==> src/rtl/ring_requester_if.sv <==
`default_nettype none
// ============================================================================
//  Module      : ring_requester_if
//  Description : Core-side request and write-data handshake for the ring
//                requester.
//                  req_valid / req_addr / req_ready : one cache-line request
//                  wd_data / wd_empty / wd_rd       : FWFT write-data FIFO head
//                master : the core / FIFO side (drives request and FIFO head)
//                slave  : the ring requester (drives req_ready and wd_rd)
//  Revision    : 1.0  initial release
// ============================================================================
interface ring_requester_if;
    logic        req_valid;
    logic [31:0] req_addr;
    logic        req_ready;
    logic [31:0] wd_data;
    logic        wd_empty;
    logic        wd_rd;

    modport master (
        output req_valid,
        output req_addr,
        output wd_data,
        output wd_empty,
        input  req_ready,
        input  wd_rd
    );

    modport slave (
        input  req_valid,
        input  req_addr,
        input  wd_data,
        input  wd_empty,
        output req_ready,
        output wd_rd
    );
endinterface
`default_nettype wire

==> src/rtl/ring_requester.sv <==
`default_nettype none
// ============================================================================
//  Module      : ring_requester
//  Description : Per-core slot-ring injection stage. Waits for the Token,
//                raises its train count, lets the existing train pass, then
//                appends one Address slot and (for writes) LINE_WORDS
//                WriteData slots. Every other slot is forwarded with exactly
//                one cycle of registered latency.
//  Ports       : clock, reset                  clock / sync active-high reset
//                whichCore                     node number for injected slots
//                RingIn, SlotTypeIn, SourceIn  upstream slot
//                RingOut, SlotTypeOut, SourceOut registered downstream slot
//                req_if (slave)                request + write-data handshake
//                train_err                     sticky protocol error flag
//                tokens_seen, reqs_sent        optional statistics
//  Options     : define RING_REQ_STATS_EN to build the saturating statistics
//                counters; otherwise both statistics outputs read 0.
//  Revision    : 1.0  initial release
// ============================================================================
module ring_requester #(
    parameter int LINE_WORDS = 8,
    parameter int MAX_TRAIN  = 64,
    parameter int CNT_W      = 16
) (
    input  wire logic             clock,
    input  wire logic             reset,
    input  wire logic [3:0]       whichCore,
    input  wire logic [31:0]      RingIn,
    input  wire logic [3:0]       SlotTypeIn,
    input  wire logic [3:0]       SourceIn,
    output logic      [31:0]      RingOut,
    output logic      [3:0]       SlotTypeOut,
    output logic      [3:0]       SourceOut,
    ring_requester_if.slave       req_if,
    output logic                  train_err,
    output logic      [CNT_W-1:0] tokens_seen,
    output logic      [CNT_W-1:0] reqs_sent
);

    localparam logic [3:0] c_SLOT_TOKEN = 4'd1;
    localparam logic [3:0] c_SLOT_ADDR  = 4'd2;
    localparam logic [3:0] c_SLOT_WDATA = 4'd3;
    localparam logic [3:0] c_SLOT_NULL  = 4'd7;

    localparam int REM_W  = $clog2(MAX_TRAIN + 1);
    localparam int WORD_W = $clog2(LINE_WORDS + 1);

    typedef enum logic [1:0] {
        ST_PASS_ALL = 2'd0,
        ST_SKIP     = 2'd1,
        ST_APPEND   = 2'd2
    } state_t;

    state_t            r_state;
    logic [31:0]       r_ring_out;
    logic [3:0]        r_type_out;
    logic [3:0]        r_src_out;
    logic              r_req_ready;
    logic              r_train_err;
    logic [31:0]       r_addr;
    logic              r_is_read;
    logic [REM_W-1:0]  r_remaining;
    // 0 = Address slot, 1..LINE_WORDS = WriteData slot index
    logic [WORD_W-1:0] r_word;

    logic        w_is_token;
    logic        w_is_read;
    logic [31:0] w_k;
    logic [31:0] w_sum;
    logic        w_inject;
    logic        w_data_cycle;

    assign w_is_token = (SlotTypeIn == c_SLOT_TOKEN);
    assign w_is_read  = req_if.req_addr[28];
    assign w_k        = w_is_read ? 32'd1 : 32'(1 + LINE_WORDS);
    assign w_sum      = RingIn + w_k;

    // The RingIn bound keeps a huge (corrupt) count from wrapping w_sum
    // back under MAX_TRAIN.
    assign w_inject = (r_state == ST_PASS_ALL) && w_is_token
                   && req_if.req_valid
                   && (w_is_read || !req_if.wd_empty)
                   && (RingIn <= 32'(MAX_TRAIN))
                   && (w_sum  <= 32'(MAX_TRAIN));

    assign w_data_cycle = (r_state == ST_APPEND) && (r_word != '0);

    // Pop in the same cycle the FIFO head is captured into RingOut.
    assign req_if.wd_rd     = w_data_cycle && !req_if.wd_empty;
    assign req_if.req_ready = r_req_ready;

    assign RingOut     = r_ring_out;
    assign SlotTypeOut = r_type_out;
    assign SourceOut   = r_src_out;
    assign train_err   = r_train_err;

    always_ff @(posedge clock) begin
        if (reset) begin
            r_state     <= ST_PASS_ALL;
            r_ring_out  <= '0;
            r_type_out  <= c_SLOT_NULL;
            r_src_out   <= '0;
            r_req_ready <= 1'b0;
            r_train_err <= 1'b0;
            r_addr      <= '0;
            r_is_read   <= 1'b0;
            r_remaining <= '0;
            r_word      <= '0;
        end else begin
            r_req_ready <= 1'b0;
            case (r_state)
                ST_PASS_ALL: begin
                    r_ring_out <= RingIn;
                    r_type_out <= SlotTypeIn;
                    r_src_out  <= SourceIn;
                    if (w_inject) begin
                        r_ring_out  <= w_sum;
                        r_addr      <= req_if.req_addr;
                        r_is_read   <= w_is_read;
                        r_req_ready <= 1'b1;
                        r_word      <= '0;
                        if (RingIn == 32'd0) begin
                            r_state <= ST_APPEND;
                        end else begin
                            r_remaining <= RingIn[REM_W-1:0];
                            r_state     <= ST_SKIP;
                        end
                    end
                end

                ST_SKIP: begin
                    r_ring_out  <= RingIn;
                    r_type_out  <= SlotTypeIn;
                    r_src_out   <= SourceIn;
                    r_remaining <= r_remaining - REM_W'(1);
                    // A second Token inside our own train means the ring is broken.
                    if (w_is_token) begin
                        r_train_err <= 1'b1;
                    end
                    if (r_remaining == REM_W'(1)) begin
                        r_state <= ST_APPEND;
                    end
                end

                ST_APPEND: begin
                    // Incoming slot is overwritten; anything but Null is lost data.
                    if (SlotTypeIn != c_SLOT_NULL) begin
                        r_train_err <= 1'b1;
                    end
                    r_src_out <= whichCore;
                    if (r_word == '0) begin
                        r_ring_out <= r_addr;
                        r_type_out <= c_SLOT_ADDR;
                        if (r_is_read) begin
                            r_state <= ST_PASS_ALL;
                        end else begin
                            r_word <= WORD_W'(1);
                        end
                    end else begin
                        r_type_out <= c_SLOT_WDATA;
                        // Ring timing is fixed: an underrun emits 0 instead of stalling.
                        if (req_if.wd_empty) begin
                            r_ring_out  <= '0;
                            r_train_err <= 1'b1;
                        end else begin
                            r_ring_out <= req_if.wd_data;
                        end
                        if (r_word == WORD_W'(LINE_WORDS)) begin
                            r_state <= ST_PASS_ALL;
                        end else begin
                            r_word <= r_word + WORD_W'(1);
                        end
                    end
                end

                default: begin
                    r_state    <= ST_PASS_ALL;
                    r_ring_out <= '0;
                    r_type_out <= c_SLOT_NULL;
                    r_src_out  <= '0;
                end
            endcase
        end
    end

`ifdef RING_REQ_STATS_EN
    logic [CNT_W-1:0] r_tokens_seen;
    logic [CNT_W-1:0] r_reqs_sent;

    always_ff @(posedge clock) begin
        if (reset) begin
            r_tokens_seen <= '0;
            r_reqs_sent   <= '0;
        end else begin
            if ((r_state == ST_PASS_ALL) && w_is_token && (r_tokens_seen != '1)) begin
                r_tokens_seen <= r_tokens_seen + CNT_W'(1);
            end
            // w_inject is exactly the condition that raises req_ready next cycle.
            if (w_inject && (r_reqs_sent != '1)) begin
                r_reqs_sent <= r_reqs_sent + CNT_W'(1);
            end
        end
    end

    assign tokens_seen = r_tokens_seen;
    assign reqs_sent   = r_reqs_sent;
`else
    assign tokens_seen = '0;
    assign reqs_sent   = '0;
`endif

endmodule
`default_nettype wire

==> src/flat_wrapper.sv <==
// flat-port wrapper written by rule: the top's interface ports become plain ports
module ring_requester_flat 
#(
    parameter int LINE_WORDS = 8,
    parameter int MAX_TRAIN  = 64,
    parameter int CNT_W      = 16
)
  (clock, reset, whichCore, RingIn, SlotTypeIn, SourceIn, RingOut, SlotTypeOut, SourceOut, train_err, tokens_seen, reqs_sent, req_if_req_valid, req_if_req_addr, req_if_wd_data, req_if_wd_empty, req_if_req_ready, req_if_wd_rd);
  ring_requester_if req_if_i ();
  input  wire logic clock;
  input  wire logic reset;
  input  wire logic [3:0] whichCore;
  input  wire logic [31:0] RingIn;
  input  wire logic [3:0] SlotTypeIn;
  input  wire logic [3:0] SourceIn;
  output logic      [31:0] RingOut;
  output logic      [3:0] SlotTypeOut;
  output logic      [3:0] SourceOut;
  output logic train_err;
  output logic      [CNT_W-1:0] tokens_seen;
  output logic      [CNT_W-1:0] reqs_sent;
  input wire logic [$bits(req_if_i.req_valid)-1:0] req_if_req_valid;
  input wire logic [$bits(req_if_i.req_addr)-1:0] req_if_req_addr;
  input wire logic [$bits(req_if_i.wd_data)-1:0] req_if_wd_data;
  input wire logic [$bits(req_if_i.wd_empty)-1:0] req_if_wd_empty;
  output wire logic [$bits(req_if_i.req_ready)-1:0] req_if_req_ready;
  output wire logic [$bits(req_if_i.wd_rd)-1:0] req_if_wd_rd;
  assign req_if_i.req_valid = req_if_req_valid;
  assign req_if_i.req_addr = req_if_req_addr;
  assign req_if_i.wd_data = req_if_wd_data;
  assign req_if_i.wd_empty = req_if_wd_empty;
  assign req_if_req_ready = req_if_i.req_ready;
  assign req_if_wd_rd = req_if_i.wd_rd;
  ring_requester #(.LINE_WORDS(LINE_WORDS), .MAX_TRAIN(MAX_TRAIN), .CNT_W(CNT_W)) u_core (.clock(clock), .reset(reset), .whichCore(whichCore), .RingIn(RingIn), .SlotTypeIn(SlotTypeIn), .SourceIn(SourceIn), .RingOut(RingOut), .SlotTypeOut(SlotTypeOut), .SourceOut(SourceOut), .req_if(req_if_i), .train_err(train_err), .tokens_seen(tokens_seen), .reqs_sent(reqs_sent));
endmodule
==> config.mk <==
export PLATFORM = sky130hd
export DESIGN_NAME = ring_requester_flat
export DESIGN_NICKNAME = d
export VERILOG_FILES = /design/src/rtl/ring_requester_if.sv /design/src/rtl/ring_requester.sv /design/src/flat_wrapper.sv
export SDC_FILE = /design/constraint.sdc
export NUM_CORES = 1
export LEC_CHECK = 0
export ABC_AREA = 1
export CORE_MARGIN = 1
export CORE_UTILIZATION = 45
export CTS_CLUSTER_SIZE = 24
export DETAILED_ROUTE_END_ITERATION = 8
export PLACE_DENSITY_LB_ADDON = 0.3
export REMOVE_ABC_BUFFERS = 1
export SLEW_MARGIN = 40
export SYNTH_ARGS = -nofsm -noshare
export SYNTH_HDL_FRONTEND = slang
export SYNTH_SLANG_ARGS = --single-unit
==> constraint.sdc <==
create_clock -name clock -period 1.9 [get_ports clock]
set_input_delay 0.19 -clock clock [delete_from_list [all_inputs] [get_ports clock]]
set_output_delay 0.19 -clock clock [all_outputs]
set_load 0.1 [all_outputs]
# Word level (Yosys, flattened, before mapping)
# Index checks and enable logic that the tools add are counted.
# classes
reduce_logical	23
add_sub_neg	3
n_mux	29
n_bitwise	1
n_lt_le_gt_ge	2
n_eq_ne	14
# ops
operator	count
32-bit 2-to-1 mux	3
32-bit case mux with 3 select lines	1
32-bit by 7-bit <= comparator with 1-bit output (second input constant)	2
32-bit adder	1
32-bit zero test	1
4-bit case mux with 2 select lines	3
4-bit 2-to-1 mux	5
7-bit 2-to-1 mux	2
7-bit case mux with 2 select lines	1
2-bit 2-to-1 mux	6
3-bit inequality test (second input constant)	3
4-bit AND reduction	2
7-bit by 1-bit equality test with 1-bit output (second input constant)	1
1-bit logical AND	7
7-bit by 1-bit subtractor with 7-bit output (second input constant)	1
1-bit 2-to-1 mux	6
2-bit by 1-bit inequality test with 1-bit output (second input constant)	3
2-bit case mux with 3 select lines	1
2-bit nonzero test	3
4-bit by 1-bit adder with 4-bit output (second input constant)	1
4-bit by 1-bit equality test with 1-bit output (second input constant)	1
4-bit equality test (second input constant)	1
4-bit zero test	1
4-bit by 3-bit inequality test with 1-bit output (second input constant)	1
other kinds (13)	15
# word_totals
out_inout_bits	75
elab_cells	82
regBits	88
inputBits	112

# Longest topological paths before layout
# Gate-level depths: netlist (run 1).
# logic_depth
word_depth	8
ltp_mapped	16
ltp_nobuf	15

# Worst setup path before layout (run 1)
# OpenSTA, ideal clock, no wires.
# synth_timing
kind	register to register
from	register u_core.r_state[1]
to	register u_core.r_ring_out[15] (netlist: u_core.RingOut[15])
t_arrival_ns	1.838
path_stages_with_launch	11
path_buffers	2
setup_slack_ns	0.005
synth_period_minus_slack_ns	1.895
required_time_ns	1.843
setup_time_ns	0.057
cell_sequence	dfxtp_1 > buf_2 > nand2_1 > inv_2 > nand2_1 > nor2_1 > buf_2 > nand2_1 > o2111ai_1 > nand2_1 > inv_1
# synth_between
elab_chain_len	8
elab_cells_between_ends	10
classes_between	2 x eq/ne; 2 x mux; 6 x reduce/logical
# synth_lines
element	line	source
start, declared	ring_requester.sv:54	state_t r_state;
start signal, assigned	ring_requester.sv:99	r_state <= ST_PASS_ALL;
start signal, assigned	ring_requester.sv:123	r_state <= ST_APPEND;
start signal, assigned	ring_requester.sv:126	r_state <= ST_SKIP;
2-bit zero test	ring_requester.sv:80, ring_requester.sv:111	
1-bit logical AND	ring_requester.sv:80	assign w_inject = (r_state == ST_PASS_ALL) && w_is_token
1-bit logical AND	ring_requester.sv:81	&& req_if.req_valid
1-bit logical AND	ring_requester.sv:82	&& (w_is_read || !req_if.wd_empty)
1-bit logical AND	ring_requester.sv:83	&& (RingIn <= 32'(MAX_TRAIN))
1-bit logical AND	ring_requester.sv:84	&& (w_sum <= 32'(MAX_TRAIN));
32-bit 2-to-1 mux	ring_requester.sv:116	if (w_inject) begin
32-bit case mux with 3 select lines *	ring_requester.sv:111	case (r_state)
end signal, assigned	ring_requester.sv:113	r_ring_out <= RingIn;
end signal, assigned	ring_requester.sv:117	r_ring_out <= w_sum;
end signal, assigned	ring_requester.sv:132	r_ring_out <= RingIn;
end, declared	ring_requester.sv:55	logic [31:0] r_ring_out;
# Every way passes the cells marked *; elsewhere a longest branch is shown, timed or not.
# A chain may end at the register's enable or synchronous reset.

# Final worst setup path (run 1)
# layout_timing
from	input port RingIn[27]
to	register u_core.r_addr[1]
# layout_between
elab_chain_len	4
elab_cells_between_ends	6
classes_between	1 x add/sub; 2 x order compare; 3 x reduce/logical
# layout_lines
element	line	source
start, declared	flat_wrapper.sv:13	input wire logic [31:0] RingIn;
32-bit adder / 32-bit by 7-bit <= comparator with 1-bit output (equally long branches)	ring_requester.sv:76, ring_requester.sv:83	
32-bit by 7-bit <= comparator with 1-bit output / 1-bit logical AND (equally long branches)	ring_requester.sv:84, ring_requester.sv:83	
1-bit logical AND *	ring_requester.sv:84	
2-bit AND reduction (no source line) *	n/a	
end signal, assigned	ring_requester.sv:118	r_addr <= req_if.req_addr;
end, declared	ring_requester.sv:60	logic [31:0] r_addr;
# Marks and branches as above.

==> results.sh, run 1 <==
export IMPL_r2r_setup_slack_ns=0.12
export IMPL_path_clk_slew_ns=0.09
export IMPL_post_dp_hpwl_mm=11.1
export IMPL_cap_violations=0
export IMPL_coreArea_um2=10400
export IMPL_grt_max_degree=41
export IMPL_period_needed_ns=1.83
export IMPL_r2r_end="u_core.r_addr[1]"
export IMPL_max_freq_mhz=546
export IMPL_yosys_warnings=0
export IMPL_synth_top_cell_area_share_pct=35.8
export IMPL_maxSlewViolCount=0
export IMPL_leakagePower_uw=0.00332
export IMPL_cts_tree="built"
export IMPL_worstHoldEndpoint="u_core.r_addr[28]"
export IMPL_num_vias=5289
export IMPL_hold_viol_final=0
export IMPL_run_status="finished, final reports clean"
export IMPL_totalWireLength_mm=15.2
export IMPL_yosys_area_top_type="dfxtp_1"
export IMPL_finalWeightedCongestion=0.941
export IMPL_slowest_delay_ns=0.46
export IMPL_synth_seq_cells=87
export IMPL_fin_total_pwr_uw=4320
export IMPL_drive_above_1_share_pct=22.3
export IMPL_worstPathMaxFanout=10
export IMPL_clockRootBuffer="clkbuf_8"
export IMPL_grtUsageTotal_pct=26.7
export IMPL_num_rows=37
export IMPL_cp_data_arrival_time_ns=2.11
export IMPL_min_path_type="in -> reg"
export IMPL_slew_headroom_pct=60.4
export IMPL_die_y_um=106
export IMPL_start_util_pct=46.7
export IMPL_syn_area_per_cell_um2=7.12
export IMPL_setup_violations=0
export IMPL_synth_distinct_cells=35
export IMPL_end_kind="flip-flop"
export IMPL_grt_overflow=0
export IMPL_worst_r2r_startpoint="u_core.r_state[0]"
export IMPL_stdcell_count=1033
export IMPL_clk_path_buf_depth=2
export IMPL_hp_start="req_if_req_addr[28]"
export IMPL_drt_initial_drc_count=346
export IMPL_first_global_vias=5079
export IMPL_drt_wirelength_per_cell_um=14.7
export IMPL_io_buffers=154
export IMPL_pin_count=187
export IMPL_syn_to_final_growth_pct=47.1
export IMPL_irDropWorstVdd_mv=0.469
export IMPL_crit_type="in -> reg"
export IMPL_crit_slowest_cell="clkdlybuf4s50_1"
export IMPL_fin_skew_ns=0.0103
export IMPL_post_route_period_util_pct=96.3
export IMPL_synth_ff_type="dfxtp_1"
export IMPL_synth_area_leaders="dfxtp_1, nand2_1, a211oi_2"
export IMPL_dp_cells=1008
export IMPL_num_antenna_cells=0
export IMPL_avgViaCountPerCell=5.12
export IMPL_crit_chain="clkdlybuf4s50_1 > nor2_2 > nand2_1 > nor2_1 > nand3_2 > nor2_4 > nand3_4 > buf_12 > bufbuf_16 > a211oi_2"
export IMPL_drt_pass1_iterations=6
export IMPL_clock_sinks=87
export IMPL_die_w_um=106
export IMPL_setup_ws_ns=0.0697
export IMPL_worstPathRequired_ns=2.18
export IMPL_numCtsBuffers=9
export IMPL_postSynth_asyncResetShare_pct=0
export IMPL_yosys_cell_count_top_type="nand2_1"
export IMPL_setup_tns_final_ns=0
export IMPL_clk_latency_ns=0.36
export IMPL_grt_pass1_wl_mm=23.7
export IMPL_worstMarginPinSlew_ns=0.591
export IMPL_cts_hold_buf=0
export IMPL_fin_util_pct=68.8
export IMPL_syn_instance_count=684
export IMPL_nets=1013
export IMPL_antenna_found_initial=0
export IMPL_postRouteAntennaNets=0
export IMPL_netlist_area_um2=4870
export IMPL_synth_edf_count=0
export IMPL_h_tree_depth=3
export IMPL_pre_cts_slack_ns=-0.593
export IMPL_ff2ff_path_depth=9
export IMPL_fillers=882
export IMPL_drc=0
export IMPL_min_path_cells=3
export IMPL_start_kind="input port"
export IMPL_seq_area_frac_synth_pct=35.8
export IMPL_die_area_um2=11200
export IMPL_synth_common_cells="nand2_1, inv_1, nor2_1"
export IMPL_p_per_area_nw_per_um2=604
==> how the worst max path moves through the flow <==
stage	start	endpoint	slack (ns)	cells past startpoint
2_1_floorplan	u_core.r_state[1]	u_core.RingOut[0]	-1.72	8
3_3_place_gp	req_if_req_addr[28]	u_core.r_addr[26]	-0.47	15
3_5_place_dp	req_if_req_addr[28]	u_core.r_addr[1]	-0.59	15
4_1_cts	RingIn[1]	u_core.r_addr[1]	-0.005	13
5_1_grt	RingIn[17]	u_core.r_addr[1]	-0.02	10
6_report	RingIn[27]	u_core.r_addr[1]	0.07	10
==> area by class of cell <==
cell class	count	area [um^2]	share of cell area (%)
timing repair buffer	229	2160	30.1
inverter	98	368	5.14
sequential	87	1750	24.4
tap	136	170	2.38
multi-input combinational	468	2550	35.6
clock buffer	11	141	1.97
clock inverter	4	31.3	0.437
==> worst max-delay path, delay by kind of cell <==
family / cells / cell delay, ns
and+or+nand+nor: 6 / 0.82
buffers and inverters: 3 / 0.91
AOI/OAI and AO/OA: 1 / 0.18
==> logic make-up after synthesis <==
logic type	share of synthesized area [%]
flops	35.8
buf+inv	15.9
fa+ha+maj	2.06
simple gates	26.4
xor+xnor	0.540
other cells	0.0770
compound gates	19.2
==> layout by cell type (no fill, tap or decap), types with 2 or more instances in the layout <==
cell type and n:
inv_2 2, nand4_1 15, nor2_2 15, o2111ai_1 10, clkbuf_2 2, a21o_1 2
a211oi_2 29, a22oi_1 19, a21oi_1 26, nor2_4 2, inv_1 94, nand2_1 155
bufbuf_16 2, clkinv_1 2, buf_4 108, clkinvlp_4 3, conb_1 32, dlymetal6s2s_1 12
o22ai_1 2, a211oi_1 4, dlygate4sd2_1 2, nor2_1 73, o21ai_0 18, dfxtp_2 3
nand3_1 35, a32o_1 4, clkdlybuf4s50_1 94, xor2_1 3, dfxtp_1 83, clkbuf_8 10
ha_1 6, nand2_2 7, buf_12 6
==> report_power, final <==
group	switching [uW]	leakage, uW	internal [uW]	total (uW)
clock network	703	0.0000781	510	1210
registers	13.7	0.000714	1870	1880
logic	856	0.00253	375	1230
total	1570	0.00332	2750	4320
==> repair_timing <==
action,4_1_cts,5_1_grt
cloned,2,1
buffers inserted,5,2
gates resized for setup,16,33
setup endpoints to repair,52,67
pin swaps,2,2
==> layer usage <==
layer	routed length, um	share of wire [%]	track usage, %	vias to the layer above
met5	0	0	0	-
met4	430	2.8	11.4	0
met3	972	6.4	5.15	32
met2	7620	50	47.6	236
met1	6150	41	31.0	2445
li1	-	-	-	2576
==> metrics by stage <==
stage                     hold WS, ns  instance area [um^2]
after global placement          0.447                  6750
final                           0.148                  7160
after global routing            0.154                  7160
after detailed placement        0.459                  6750
after floorplan                 0.259                  4580
after CTS                       0.260                  7050
==> state kept, by name, summed over array words and instances, names as in the netlist <==
register / cells
u_core.r_remaining: 7
u_core.req_if.req_ready: 1
u_core.r_word: 4
u_core.train_err: 1
u_core.r_state: 2
u_core.r_addr: 32
u_core.SourceOut: 4
u_core.SlotTypeOut: 4
u_core.RingOut: 32
(Power assumes the default switching activity.)
==> inputs of run 2 (changes only) <==
--- a/constraint.sdc
+++ b/constraint.sdc
@@ -3,2 +3,2 @@
 set_output_delay 0.19 -clock clock [all_outputs]
-set_load 0.1 [all_outputs]
+set_load 0.01 [all_outputs]
==> results.sh, run 2 (synthesis results as in run 1) <==
export IMPL_drt_wirelength_per_cell_um=14.4
export IMPL_nets=1013
export IMPL_num_antenna_cells=0
export IMPL_grtUsageTotal_pct=25.9
export IMPL_num_rows=37
export IMPL_numCtsBuffers=9
export IMPL_maxSlewViolCount=0
export IMPL_path_buf_inv=3
export IMPL_antenna_found_initial=0
export IMPL_die_y_um=106
export IMPL_stdcell_count=1034
export IMPL_leakagePower_uw=0.00330
export IMPL_drive_above_1_share_pct=16.9
export IMPL_clk_path_buf_depth=2
export IMPL_path_delay_family="buffers and inverters"
export IMPL_start_util_pct=46.7
export IMPL_first_global_vias=5018
export IMPL_avgViaCountPerCell=5.06
export IMPL_crit_type="in -> reg"
export IMPL_power_frac_clock_pct=37.1
export IMPL_hold_viol_final=0
export IMPL_crit_slowest_cell="clkdlybuf4s50_1"
export IMPL_pin_count=187
export IMPL_worstPathMaxFanout=11
export IMPL_clock_sinks=87
export IMPL_postRouteAntennaNets=0
export IMPL_clockRootBuffer="clkbuf_8"
export IMPL_finalWeightedCongestion=0.956
export IMPL_coreArea_um2=10400
export IMPL_setup_violations=0
export IMPL_dp_cells=1017
export IMPL_p_per_area_nw_per_um2=562
export IMPL_drc=0
export IMPL_end_kind="flip-flop"
export IMPL_syn_to_final_growth_pct=49.6
export IMPL_cap_violations=0
export IMPL_pwr_share_comb_pct=17.0
export IMPL_grt_overflow=0
export IMPL_totalWireLength_mm=14.9
export IMPL_crit_chain="clkdlybuf4s50_1 > nand2_1 > nor2_1 > nand2_1 > nor2_2 > nand3_1 > nand2_2 > nand3_4 > buf_12 > bufbuf_16 > a211oi_4"
export IMPL_io_buffers=154
export IMPL_fin_skew_ns=0.0171
export IMPL_mostFrequentLayoutCells="nand2_1, clkdlybuf4s50_1, inv_1"
export IMPL_p_sw_share_pct=25.3
export IMPL_h_tree_depth=3
export IMPL_period_needed_ns=1.87
export IMPL_switchingPower_uw=1040
export IMPL_max_freq_mhz=536
export IMPL_worstPathRequired_ns=2.19
export IMPL_post_route_period_util_pct=98.3
export IMPL_fin_util_pct=69.9
export IMPL_die_w_um=106
export IMPL_start_kind="input port"
export IMPL_rsz0062_at_grt="yes"
export IMPL_p_int_uw=3060
export IMPL_fin_total_pwr_uw=4090
export IMPL_grt_max_degree=27
export IMPL_run_status="finished, final reports clean"
export IMPL_die_area_um2=11200
export IMPL_whs_ns=0.209
export IMPL_drt_pass1_iterations=5
export IMPL_min_path_type="in -> reg"
export IMPL_drt_initial_drc_count=258
export IMPL_crit_path_frequent_cell="nand2_1"
export IMPL_slowest_delay_ns=0.56
export IMPL_grt_pass1_wl_mm=23.1
export IMPL_clk_latency_ns=0.37
export IMPL_path_clk_slew_ns=0.10
export IMPL_num_vias=5234
export IMPL_cts_tree="built"
export IMPL_cp_data_arrival_time_ns=2.15
export IMPL_seq_power_share_pct=45.9
export IMPL_post_dp_hpwl_mm=11.1
export IMPL_irDropWorstVdd_mv=0.444
export IMPL_final_common_cell="nand2_1"
[run 2: path summary, 6_finish.rpt]
| check | cells past startpoint | endpoint | slack [ns] | startpoint |
|---|---|---|---|---|
| hold reg to reg | 2 | u_core.r_remaining[3] | 0.46 | u_core.r_remaining[3] |
| setup / recovery | 11 | u_core.r_addr[15] | 0.03 | RingIn[19] |
| setup reg to reg | 9 | u_core.r_addr[15] | 0.07 | u_core.r_state[0] |
| hold / removal | 2 | u_core.RingOut[28] | 0.21 | reset |
[run 2: per-stage QoR]
stage | instance area, um^2 | TNS (ns) | setup WS (ns)
after floorplan | 4580 | -32.52 | -0.694
after global routing | 7280 | -0.0164 | -0.0164
after global placement | 6910 | -21.77 | -0.449
after detailed placement | 6910 | -24.52 | -0.507
final | 7280 | 0 | 0.0327
after CTS | 7210 | 0 | 0.00728
[run 2: cell type report]
cell class                 instances  area (um^2)
multi-input combinational        468         2540
inverter                          98          368
sequential                        87         1740
clock inverter                     6         97.6
clock buffer                      10          138
timing repair buffer             229         2220
fill                             869         3130
tap                              136          170
[run 2: power groups by stage]
stage	Clock, uW	Sequential, uW	Combinational, uW
CTS	1540	1880	689
finish	1520	1880	694
detailed placement	0	1920	680
floorplan	0	1950	166
global route	1600	1880	744
global placement	0	1920	672
[run 2: what timing repair did]
action | CTS | global route
pin swaps | 1 | 3
gates resized for setup | 14 | 29
cloned | 1 | 0
hold buffers | 0 | 0
setup buffers | 0 | 0
setup endpoints to repair | 53 | 65
[run 2: layer usage]
metal | track usage (%) | routed length, um
met5 | 0 | 0
met4 | 9.82 | 425
met3 | 4.23 | 911
met2 | 47.0 | 7580
met1 | 30.3 | 5940
